==> src/rtl/posit_seq_decoder_if.sv <==
// posit_seq_decoder_if: request/result bundle between an operand source and the posit decoder
//   master (requester): drives start, posit_in; observes busy, done and the decoded fields
//   slave  (decoder):   observes start, posit_in; drives busy, done, sign, zero, nar,
//                       regime (signed k), exponent, mantissa ({1'b1, fraction}, left-aligned)
interface posit_seq_decoder_if #(
  parameter int N  = 32,
  parameter int ES = 2
);
  localparam int KW = $clog2(N) + 1;
  localparam int MW = N - ES - 2;
  logic                 start;
  logic [N-1:0]         posit_in;
  logic                 busy;
  logic                 done;
  logic                 sign;
  logic                 zero;
  logic                 nar;
  logic signed [KW-1:0] regime;
  logic [ES-1:0]        exponent;
  logic [MW-1:0]        mantissa;
  modport master (output start, posit_in,
                  input  busy, done, sign, zero, nar, regime, exponent, mantissa);
  modport slave  (input  start, posit_in,
                  output busy, done, sign, zero, nar, regime, exponent, mantissa);
endinterface

==> src/rtl/posit_seq_decoder.sv <==
// posit_seq_decoder: multi-cycle posit operand decoder, regime extracted one bit per cycle
//   clk, rst_n (async, active-low) plain ports; bus (slave) carries start/posit_in in and
//   busy/done/sign/zero/nar/regime/exponent/mantissa out. Result fields load on entry to DONE
//   and hold until the next DONE.
module posit_seq_decoder #(
  parameter int N  = 32,
  parameter int ES = 2
) (
  input logic clk,
  input logic rst_n,
  posit_seq_decoder_if.slave bus
);
  localparam int KW = $clog2(N) + 1;
  localparam int MW = N - ES - 2;
  localparam logic [N-1:0] NAR = {1'b1, {(N-1){1'b0}}};
  typedef enum logic [2:0] {IDLE, CHECK, RUN, EXTRACT, DONE} state_t;
  state_t               state, state_n;
  logic [N-1:0]         op, op_n, work, work_n;
  logic [N-2:0]         mag;
  logic [N-4:0]         tail;
  logic                 r0, r0_n, sign_q, sign_n, zero_q, zero_n, nar_q, nar_n;
  logic [KW-1:0]        cnt, cnt_n;
  logic signed [KW-1:0] regime_q, regime_n;
  logic [ES-1:0]        exp_q, exp_n;
  logic [MW-1:0]        mant_q, mant_n;
  // Only the low N-1 bits of |operand| matter: the MSB is shifted out when work is formed,
  // and for the most-negative non-NaR operand the magnitude still fits.
  assign mag  = op[N-1] ? (~op[N-2:0] + (N-1)'(1)) : op[N-2:0];
  // A terminating bit (work MSB differs from the run polarity) is skipped before reading
  // exponent and fraction; a capped run has none.
  assign tail = (work[N-1] != r0) ? work[N-2:2] : work[N-1:3];
  always_comb begin
    state_n  = state;
    op_n     = op;
    work_n   = work;
    r0_n     = r0;
    cnt_n    = cnt;
    sign_n   = sign_q;
    zero_n   = zero_q;
    nar_n    = nar_q;
    regime_n = regime_q;
    exp_n    = exp_q;
    mant_n   = mant_q;
    case (state)
      IDLE: if (bus.start) begin
        op_n    = bus.posit_in;
        state_n = CHECK;
      end
      CHECK: if (op == '0 || op == NAR) begin
        zero_n   = (op == '0);
        nar_n    = (op == NAR);
        sign_n   = 1'b0;
        regime_n = '0;
        exp_n    = '0;
        mant_n   = '0;
        state_n  = DONE;
      end else begin
        work_n  = {mag, 1'b0};
        r0_n    = mag[N-2];
        cnt_n   = '0;
        state_n = RUN;
      end
      RUN: begin
        cnt_n   = cnt + KW'(1);
        work_n  = {work[N-2:0], 1'b0};
        state_n = (work[N-2] != r0 || cnt == KW'(N-2)) ? EXTRACT : RUN;
      end
      EXTRACT: begin
        zero_n   = 1'b0;
        nar_n    = 1'b0;
        sign_n   = op[N-1];
        regime_n = r0 ? cnt - KW'(1) : -cnt;
        exp_n    = tail[N-4 -: ES];
        mant_n   = {1'b1, tail[MW-2:0]};
        state_n  = DONE;
      end
      default: state_n = IDLE;
    endcase
  end
  always_ff @(posedge clk or negedge rst_n)
    if (!rst_n) begin
      state    <= IDLE;
      op       <= '0;
      work     <= '0;
      r0       <= 1'b0;
      cnt      <= '0;
      sign_q   <= 1'b0;
      zero_q   <= 1'b0;
      nar_q    <= 1'b0;
      regime_q <= '0;
      exp_q    <= '0;
      mant_q   <= '0;
    end else begin
      state    <= state_n;
      op       <= op_n;
      work     <= work_n;
      r0       <= r0_n;
      cnt      <= cnt_n;
      sign_q   <= sign_n;
      zero_q   <= zero_n;
      nar_q    <= nar_n;
      regime_q <= regime_n;
      exp_q    <= exp_n;
      mant_q   <= mant_n;
    end
  assign bus.busy     = (state != IDLE) && (state != DONE);
  assign bus.done     = (state == DONE);
  assign bus.sign     = sign_q;
  assign bus.zero     = zero_q;
  assign bus.nar      = nar_q;
  assign bus.regime   = regime_q;
  assign bus.exponent = exp_q;
  assign bus.mantissa = mant_q;
endmodule

==> src/flat_wrapper.sv <==
// flat-port wrapper written by rule: the top's interface ports become plain ports
module posit_seq_decoder_flat 
#(
  parameter int N  = 32,
  parameter int ES = 2
)
  (clk, rst_n, bus_start, bus_posit_in, bus_busy, bus_done, bus_sign, bus_zero, bus_nar, bus_regime, bus_exponent, bus_mantissa);
  posit_seq_decoder_if #(.N(N), .ES(ES)) bus_i ();
  input logic clk;
  input logic rst_n;
  input wire logic [$bits(bus_i.start)-1:0] bus_start;
  input wire logic [$bits(bus_i.posit_in)-1:0] bus_posit_in;
  output wire logic [$bits(bus_i.busy)-1:0] bus_busy;
  output wire logic [$bits(bus_i.done)-1:0] bus_done;
  output wire logic [$bits(bus_i.sign)-1:0] bus_sign;
  output wire logic [$bits(bus_i.zero)-1:0] bus_zero;
  output wire logic [$bits(bus_i.nar)-1:0] bus_nar;
  output wire logic [$bits(bus_i.regime)-1:0] bus_regime;
  output wire logic [$bits(bus_i.exponent)-1:0] bus_exponent;
  output wire logic [$bits(bus_i.mantissa)-1:0] bus_mantissa;
  assign bus_i.start = bus_start;
  assign bus_i.posit_in = bus_posit_in;
  assign bus_busy = bus_i.busy;
  assign bus_done = bus_i.done;
  assign bus_sign = bus_i.sign;
  assign bus_zero = bus_i.zero;
  assign bus_nar = bus_i.nar;
  assign bus_regime = bus_i.regime;
  assign bus_exponent = bus_i.exponent;
  assign bus_mantissa = bus_i.mantissa;
  posit_seq_decoder #(.N(N), .ES(ES)) u_core (.clk(clk), .rst_n(rst_n), .bus(bus_i));
endmodule
==> config.mk <==
export PLATFORM = sky130hd
export DESIGN_NAME = posit_seq_decoder_flat
export DESIGN_NICKNAME = d
export VERILOG_FILES = /design/src/rtl/posit_seq_decoder_if.sv /design/src/rtl/posit_seq_decoder.sv /design/src/flat_wrapper.sv
export SDC_FILE = /design/constraint.sdc
export NUM_CORES = 1
export LEC_CHECK = 0
export CAP_MARGIN = 10
export CORE_MARGIN = 2
export CORE_UTILIZATION = 35
export CTS_CLUSTER_SIZE = 30
export DETAILED_ROUTE_END_ITERATION = 10
export HOLD_SLACK_MARGIN = 0.03
export PLACE_DENSITY = 0.66
export SYNTH_ARGS = -nofsm -noshare
export SYNTH_HDL_FRONTEND = slang
export SYNTH_SLANG_ARGS = --single-unit
==> constraint.sdc <==
create_clock -name clk -period 2.9 [get_ports clk]
set_input_delay 0.58 -clock clk [delete_from_list [all_inputs] [get_ports clk]]
set_output_delay 0.58 -clock clk [all_outputs]
set_load 0.02 [all_outputs]
# Word-level counts from Yosys, hierarchy flattened
# Index checks and enable logic that the tools add are counted.
[totals]
reg_bits = 113
[op_classes]
n_reduce_logical = 12
n_eq_ne = 12
muxes = 23
bitwise = 2
n_addsub = 4
[op_table]
columns = ["cell", "n"]
rows = [
  ["case mux 32 bit (2 select lines)", 1],
  ["case mux 28 bit (2 select lines)", 1],
  ["equality test 32 bit, second input constant", 1],
  ["logical NOT 32 bit", 1],
  ["two-way mux 32 bit", 1],
  ["adder 31 x 1 -> 31 bit, second input constant", 1],
  ["two-way mux 31 bit", 1],
  ["inverter 31 bit", 1],
  ["two-way mux 29 bit", 1],
  ["two-way mux 28 bit", 1],
  ["case mux 6 bit (2 select lines)", 2],
  ["two-way mux 6 bit", 3],
  ["case mux 3 bit (4 select lines)", 1],
  ["AND reduction 2 bit", 4],
  ["adder 6 x 1 -> 6 bit, second input constant", 1],
  ["equality test 3 x 2 -> 1 bit, second input constant", 2],
  ["equality test 6 x 5 -> 1 bit, second input constant", 1],
  ["two-way mux 3 bit", 2],
  ["negation 6 bit", 1],
  ["case mux 1 bit (2 select lines)", 3],
  ["subtractor 6 x 1 -> 6 bit, second input constant", 1],
  ["two-way mux 1 bit", 4],
  ["inequality test 2 bit, second input constant", 2],
  ["case mux 2 bit (2 select lines)", 1],
  ["other kinds (12)", 15],
]

# Logic depth before layout (Yosys ltp)
# Gate-level depths: netlist of the first run.
[depth]
depth_word = 5
depth_mapped = 9

# Worst setup path after synthesis of the first run
# No wires, ideal clock.
[synth_timing]
kind = "register -> register"
startpoint = "register u_core.op[4]"
endpoint = "register u_core.work[31]"
slack_ns = 0.354
t_required_ns = 2.813
stages_incl_launch_ff = 8
arrival_ns = 2.459
period_less_slack_ns = 2.546
path_buffers = 1
cell_sequence = "dfrtp_1 > or4_4 > or4_4 > or4_4 > o21bai_4 > buf_6 > inv_2 > o2111ai_2"
[synth_between]
elab_chain_len = 5
elab_cells_between_ends = 10
cone_classes = "add/sub (1); eq/ne (2); mux (3); bitwise (1); reduce/logical (3)"
[synth_rtl]
columns = ["element", "line", "text"]
rows = [
  ["start: declaration", "posit_seq_decoder.sv:18", "logic [N-1:0] op, op_n, work, work_n;"],
  ["start signal: assignment", "posit_seq_decoder.sv:95", "op <= op_n;"],
  ["inverter 31 bit", "posit_seq_decoder.sv:28", "assign mag = op[N-1] ? (~op[N-2:0] + (N-1)'(1)) : op[N-2:0];"],
  ["adder 31 x 1 -> 31 bit", "posit_seq_decoder.sv:28", ""],
  ["two-way mux 31 bit", "posit_seq_decoder.sv:28", ""],
  ["two-way mux 32 bit", "posit_seq_decoder.sv:49", "CHECK: if (op == '0 || op == NAR) begin"],
  ["case mux 32 bit (2 select lines)", "posit_seq_decoder.sv:44", "case (state)"],
  ["end signal: assignment", "posit_seq_decoder.sv:96", "work <= work_n;"],
  ["end: declaration", "posit_seq_decoder.sv:18", ""],
]
# Parallel ways exist; a longest one is shown, timed or not. The select of a mux whose other input is x is not followed.
# A chain may end at the register's enable or synchronous reset.

# Final worst setup path of the first run
[layout_timing]
startpoint = "register u_core.op[4]"
endpoint = "register u_core.cnt[2]"
[layout_between]
elab_chain_len = 4
elab_cells_between_ends = 5
cone_classes = "eq/ne (2); reduce/logical (3)"
[layout_rtl]
columns = ["element", "line", "text"]
rows = [
  ["equality test 32 bit / logical NOT 32 bit (equally long branches)", "posit_seq_decoder.sv:49", ""],
  ["logical OR 1 bit (*)", "posit_seq_decoder.sv:49", ""],
  ["inequality test 2 bit (no source line) (*)", "-", ""],
  ["AND reduction 2 bit (no source line) (*)", "-", ""],
  ["end signal: assignment", "posit_seq_decoder.sv:98", "cnt <= cnt_n;"],
  ["end: declaration", "posit_seq_decoder.sv:22", "logic [KW-1:0] cnt, cnt_n;"],
]
# Mark *: on every way between the ends. The rest lies on a longest branch, timed or not.

==> results.tsv, run 1 <==
stage	metric	value	unit
worst_setup_path	cp.required	3190	ps
finish	syn2layout_area_growth	23.50	%
finish	multi_input_area	2680	µm²
global_route	grt_overflow	0	
clocking	htree_levels	3	
yosys	synthesis.area	5649	µm²
clocking	cts_hold_buffers	0	
worst_setup_path	arrival	3000	ps
power	ir_drop	0.4602	mV
sta	max_freq	0.3690	GHz
sta	worstMarginPinSlew	1026	ps
placed_design	dp_cells	761	
placed_design	dp_hpwl	9.247	mm
sta	finalHoldViolations	0	
global_route	antenna_found_initial	0	
floorplan	rows	46	
detailed_routing	via_count	4162	
floorplan	die-area	17170	µm²
floorplan	start_util	35.69	%
finish	nNetsFinal	596	
finish	diodes	0	
clocking	cts-buffers-inserted	9	
global_route	grt_usage	15.68	%
clocking	post-cts-setup-buffers	0	
finish	fin_area	6977	µm²
sta	period_needed	2710	ps
finish	final_util	44.08	%
clocking	cts-resized-gates	0	
floorplan	coreArea	15830	µm²
yosys	synth-compound-area-share	17.32	%
worst_hold_path	worstHoldPathType	in -> async	
sta	final_max_slew_viol_count	0	
power	total_leakage_power	2.848	nW
clocking	root_buffer	clkbuf_16	
sta	setup_viol	0	
worst_setup_path	startpoint_type	flop	
clocking	clk_pin_slew	80	ps
finish	layout_commonest_cell	dfrtp_1	
finish	fin_cells	777	
finish	seq_area	2803	µm²
floorplan	die_w	131.0	µm
yosys	synth_nets	533	
clocking	cts_tree	built	
yosys	ys_warn_count	0	
worst_setup_path	crit_path_max_incr_delay	590	ps
floorplan	ios	76	
yosys	synth_edf_count	0	
job	max_cap_violations	0	
yosys	synth-seq-cells	112	
yosys	yosys.area_share.xor_xnor	6.357	%
sta	skew	10.42	ps
global_route	grt_pass1_wl	21.20	mm
detailed_routing	vias_per_cell	5.356	
yosys	synth_fa_ha_area_share	1.107	%
worst_setup_path	cp_common_cell	or4_4	
global_route	grt_pass1_vias	3980	
placed_design	place.gp.congestion	0.8434	
yosys	avgSynthCellArea	11.46	µm²
finish	drive_above_1_share	13.73	%
sta	holdWs	138.1	ps
detailed_routing	drt_iter0_drc	334	
clocking	cts_buffer_depth	2	
sta	rsz0062_at_grt	no	
yosys	synth_ff_type	dfrtp_1	
finish	final_cell_mix	dfrtp_1 (112), clkdlybuf4s50_1 (74), o2bb2ai_1 (34)	
detailed_routing	drtPass1Iterations	5	
detailed_routing	drc_errors	0	
detailed_routing	wl_per_cell	16.54	µm
yosys	synth_mux_area_share	11.12	%
yosys	synthCells	493	
run_status	outcome	completed	
yosys	yosysUniqueCellTypes	49	
worst_setup_path	worstPathMaxFanout	27	
worst_setup_path	worstPathCellList	or4_4 > or4_4 > or4_4 > o21bai_4 > buf_12 > a22o_1	
power	power_density	1223	nW/µm²
global_route	grt_max_degree	59	
sta	slew_headroom	31.61	%
clocking	cts_sinks	112	
placed_design	placed_cell_area	6680	µm²
finish	nFillCells	1453	
worst_setup_path	critPathKind	reg -> reg	
detailed_routing	wirelength	12.85	mm
yosys	synth_top_family_by_area	compound AO/OA/AOI/OAI gates	
clocking	clk_latency	350	ps
sta	setup_tns	0	ps
worst_setup_path	end_kind	flop	
floorplan	die_h	131.0	µm
yosys	yosysSeqAreaShare	49.61	%
worst_setup_path	cp_slowest_cell	or4_4	
sta	period_share	93.46	%
placed_design	portBuffers	75	
yosys	async_flop_share	100.0	%
yosys	synthSimpleGateAreaFrac	10.96	%
detailed_routing	detail-route-antenna-nets	0	
==> worst max-delay path: cells and delay by family, from the launching register on <==
family                 cells  cell delay, ps
AND/OR/NAND/NOR            3            1630
flip-flops                 1             450
AO/OA/AOI/OAI              2             360
buffers and inverters      1             200
==> sequential cells by signal, indices dropped and copies added (netlist names) <==
name                 count
u_core.op               32
u_core.work             31
u_core.bus.mantissa     28
u_core.bus.regime        6
u_core.cnt               6
u_core.state             3
u_core.bus.exponent      2
u_core.bus.nar           1
u_core.bus.sign          1
u_core.bus.zero          1
u_core.r0                1
==> logic make-up (layout without fill, tap and decap cells) <==
logic type               count (synthesis)  in the layout
AO/OA/AOI/OAI                          118            118
XOR/XNOR                                41             41
adder cells (fa/ha/maj)                  5              5
buffers and inverters                   49            117
flip-flops                             112            112
multiplexers                            59             59
AND/OR/NAND/NOR                        109            109
==> Yosys cell counts (all sizes together) (2+ instances only) <==
cell type | number | share of area [%]
a211oi | 2 | 0.27
a21oi | 5 | 0.44
a221o | 27 | 4.8
a22o | 3 | 0.47
and2 | 19 | 2.1
buf | 4 | 0.53
clkbuf | 34 | 2.3
dfrtp | 112 | 50
ha | 5 | 1.1
inv | 11 | 0.73
mux2 | 30 | 6.0
mux2i | 29 | 5.1
nand2 | 16 | 1.1
nand2b | 6 | 0.66
nand3 | 4 | 0.35
nand3b | 2 | 0.27
nand4 | 5 | 0.55
nand4b | 2 | 0.31
nor2 | 17 | 1.1
nor2b | 2 | 0.22
nor3 | 11 | 0.97
nor3b | 2 | 0.27
nor4 | 6 | 0.66
o21ai | 17 | 1.5
o2bb2ai | 34 | 5.3
o31ai | 13 | 1.7
o41ai | 8 | 1.2
or2 | 3 | 0.33
or3 | 2 | 0.22
or3b | 2 | 0.31
or4 | 8 | 1.3
xnor2 | 28 | 4.3
xor2 | 13 | 2.0
==> routing by layer <==
metal | part of all wire, % | track usage (%)
met4 | 1.3 | 5.131
met5 | 0 | 0
met2 | 46 | 23.86
met3 | 4.3 | 2.280
met1 | 49 | 23.01
==> layout make-up <==
type	count	area share (%)
well taps	216	3.874
multi-input cells	332	38.41
flip-flops and latches	112	40.17
repair buffers	90	12.70
clock inverters	7	1.022
inverters	11	0.5918
clock buffers	9	3.228
==> path summary, 6_finish.rpt <==
check                                       start                endpoint  slack (ps)  depth (start not counted)
hold / removal                              rst_n         u_core.state[0]         140                          1
max in group asynchronous                   rst_n           u_core.op[18]        2080                          2
setup / recovery                     u_core.op[4]           u_core.cnt[2]         190                          6
setup reg to reg                     u_core.op[4]           u_core.cnt[2]         190                          6
hold reg to reg            u_core.bus.exponent[1]  u_core.bus.exponent[1]         490                          1
min in group clk           u_core.bus.exponent[1]  u_core.bus.exponent[1]         490                          1
==> through the flow <==
stage	setup slack (ps)	total power [mW]
4_1_cts	192.7	8.578
5_1_grt	95.96	9.139
6_report	189.7	8.529
3_5_place_dp	203.7	7.324
2_1_floorplan	353.8	5.956
3_3_place_gp	268.4	7.196
==> power breakdown <==
part / internal (mW) / leakage (nW) / switching, mW
clock network: 0.610 / 0.146 / 0.623
registers: 2.25 / 1.40 / 0.871
logic: 2.13 / 1.30 / 2.05
total: 4.98 / 2.85 / 3.55
(Power assumes the default switching activity.)
==> run 2: changes to the inputs <==
- CORE_ASPECT_RATIO: unset -> 1.25
- CORE_UTILIZATION: 35 -> 55
- PLACE_DENSITY: 0.66 -> 0.91
- SLEW_MARGIN: unset -> 20
==> run 2 against run 1 <==
Combinational power fell by 2%. Global-route usage rose by 8.2 points. Register-to-register slack got worse by 40 ps. Largest cell class unchanged. Clock skew fell by 3.7 ps. Final cell count fell by 12%.
==> results.tsv, run 2 (synthesis results as in run 1) <==
stage	metric	value	unit	change
run_status	outcome	completed		
worst_setup_path	arrival	3030	ps	+30 ps
placed_design	dp_hpwl	8.628	mm	-6.7%
finish	diodes	0		unchanged
clocking	cts_buffer_depth	2		unchanged
clocking	clk_latency	350	ps	about the same
job	max_cap_violations	0		unchanged
worst_setup_path	reg2reg_slack	150	ps	-40 ps
finish	drive_above_1_share	13.08	%	-0.64 points
detailed_routing	vias_per_cell	6.274		+17%
finish	layout_commonest_cell	dfrtp_1		
worst_setup_path	cp_slowest_cell	or3b_2		
worst_hold_path	worstHoldPathType	in -> async		
sta	setup_viol	0		unchanged
floorplan	start_util	56.18	%	+20 points
detailed_routing	detail-route-antenna-nets	0		unchanged
sta	worstMarginPinSlew	1018	ps	-7.681 ps
global_route	antenna_found_initial	0		unchanged
global_route	grt_pass1_wl	21.10	mm	-0.49%
detailed_routing	via_count	4310		+3.6%
worst_setup_path	crit_path_max_incr_delay	510	ps	-80 ps
sta	setup_tns	0	ps	unchanged
sta	rsz0062_at_grt	no		
clocking	cts_tree	built		
global_route	grt_pass1_vias	4215		+5.9%
worst_setup_path	end_kind	flop		
floorplan	rows	41		-11%
floorplan	die_h	117.3	µm	-10%
finish	final_cell_mix	dfrtp_1 (112), clkdlybuf4s50_1 (74), o2bb2ai_1 (34)		
placed_design	placed_cell_area	6544	µm²	-2.0%
power	total_leakage_power	2.831	nW	-0.59%
power	ir_drop	0.5030	mV	+9.3%
worst_setup_path	timing.rr.start	u_core.op[0]		
sta	finalHoldViolations	0		unchanged
finish	syn2layout_area_growth	21.17	%	
clocking	root_buffer	clkbuf_16		
worst_setup_path	crit_buf_inv	2		+1
clocking	clk_pin_slew	70	ps	about the same
global_route	grt_max_degree	68		+15%
sta	period_share	94.95	%	+1.5 points
power	finalPower	8.493	mW	-0.42%
power	power_density	1241	nW/µm²	+1.5%
sta	fin_ws	146.6	ps	-43.09 ps
global_route	grt_overflow	0		unchanged
global_route	grt_usage	23.83	%	+8.2 points
worst_setup_path	startpoint_type	flop		
placed_design	post-place-ws	160.6	ps	-43.13 ps
detailed_routing	wirelength	12.33	mm	-4.0%
finish	fin_area	6845	µm²	-1.9%
floorplan	die-area	11100	µm²	-35%
clocking	cts_hold_buffers	0		unchanged
worst_setup_path	rr_worst_depth	8		+2
sta	slew_headroom	32.12	%	+0.51 points
worst_setup_path	cp.required	3180	ps	about the same
detailed_routing	drtPass1Iterations	5		unchanged
floorplan	die_w	94.65	µm	-28%
sta	max_freq	0.3632	GHz	-1.6%
worst_setup_path	critPathKind	reg -> reg		
finish	largest_reg_flops	32		unchanged
floorplan	coreArea	10050	µm²	-36%
clocking	htree_levels	3		unchanged
detailed_routing	drt_iter0_drc	439		+31%
finish	nNetsFinal	594		-0.34%
sta	period_needed	2753	ps	+43.09 ps
worst_setup_path	worstPathCellList	inv_1 > ha_1 > or3b_2 > or4_1 > or4_4 > o21bai_4 > buf_6 > a221o_1		
clocking	cts_sinks	112		unchanged
sta	final_max_slew_viol_count	0		unchanged
placed_design	place.gp.congestion	0.9202		+9.1%
worst_setup_path	worstPathMaxFanout	16		-41%
worst_setup_path	rr_endpoint	u_core.work[19]		
sta	skew	6.728	ps	-3.688 ps
clocking	post-cts-setup-buffers	0		unchanged
finish	regMostFlops	u_core.op		
detailed_routing	drc_errors	0		unchanged
clocking	cts-resized-gates	0		unchanged
worst_setup_path	critPathTopFamily	simple AND/OR/NAND/NOR gates		
floorplan	ios	76		unchanged
detailed_routing	wl_per_cell	17.95	µm	+8.5%
clocking	cts-buffers-inserted	9		unchanged
placed_design	portBuffers	75		unchanged
[run 2: cell count changes in the layout (fill, tap and decap cells not counted)]
cell,change
inv_6,-3
buf_4,-2
buf_12,-1
buf_6,+1
bufinv_16,+1
clkbuf_1,+1
clkbuf_8,+1
clkinv_8,-1
clkinvlp_4,+1
inv_8,-1
[run 2: area by class of cell]
class                           instances  area [µm²]
Fill cell                             735        3209
Multi-Input combinational cell        332        2680
Timing Repair Buffer                   88       862.1
Sequential cell                       112        2803
Tap cell                              129       161.4
Inverter                               11       41.29
Clock inverter                          4       55.05
Clock buffer                           11       242.7
[run 2: report_power, final]
part / total, mW / internal, mW / switching [mW]
Sequential: 3.15 / 2.25 / 0.905
Clock: 1.23 / 0.692 / 0.537
Combinational: 4.11 / 2.10 / 2.01
[run 2: per-stage QoR]
stage	util, %	hold WS (ps)	cells
2_1_floorplan	-	284.4	493
3_5_place_dp	65.08	467.6	672
4_1_cts	68.04	253.5	687
6_report	68.08	236.8	687
3_3_place_gp	65.08	461.7	672
5_1_grt	68.08	280.9	687
[run 2: worst register-to-register path, stage by stage, from the launching register on]
cell	delay [ps]
dfrtp_1	390
inv_1	100
ha_1	190
or3b_2	510
or4_1	450
or4_4	470
o21bai_4	200
buf_6	200
a221o_1	190
[run 2: worst max-delay path by stage]
stage                            start              end  slack [ps]  depth (start not counted)
final                     u_core.op[0]  u_core.work[19]         150                          8
after global routing      u_core.op[0]  u_core.work[19]          20                          8
after CTS                 u_core.op[0]  u_core.work[19]         120                          8
after detailed placement  u_core.op[0]  u_core.work[23]         160                          8
after global placement    u_core.op[4]  u_core.work[11]         250                          6
after floorplan           u_core.op[4]  u_core.work[31]         350                          7
[run 2: layer usage]
metal / vias to the layer above / routed length [µm] / global-route usage, %
li1: 1977 / - / -
met1: 2138 / 5283 / 34.12
met2: 175 / 6041 / 36.48
met3: 20 / 747 / 3.982
met4: 0 / 257 / 8.967
met5: - / 0 / 0
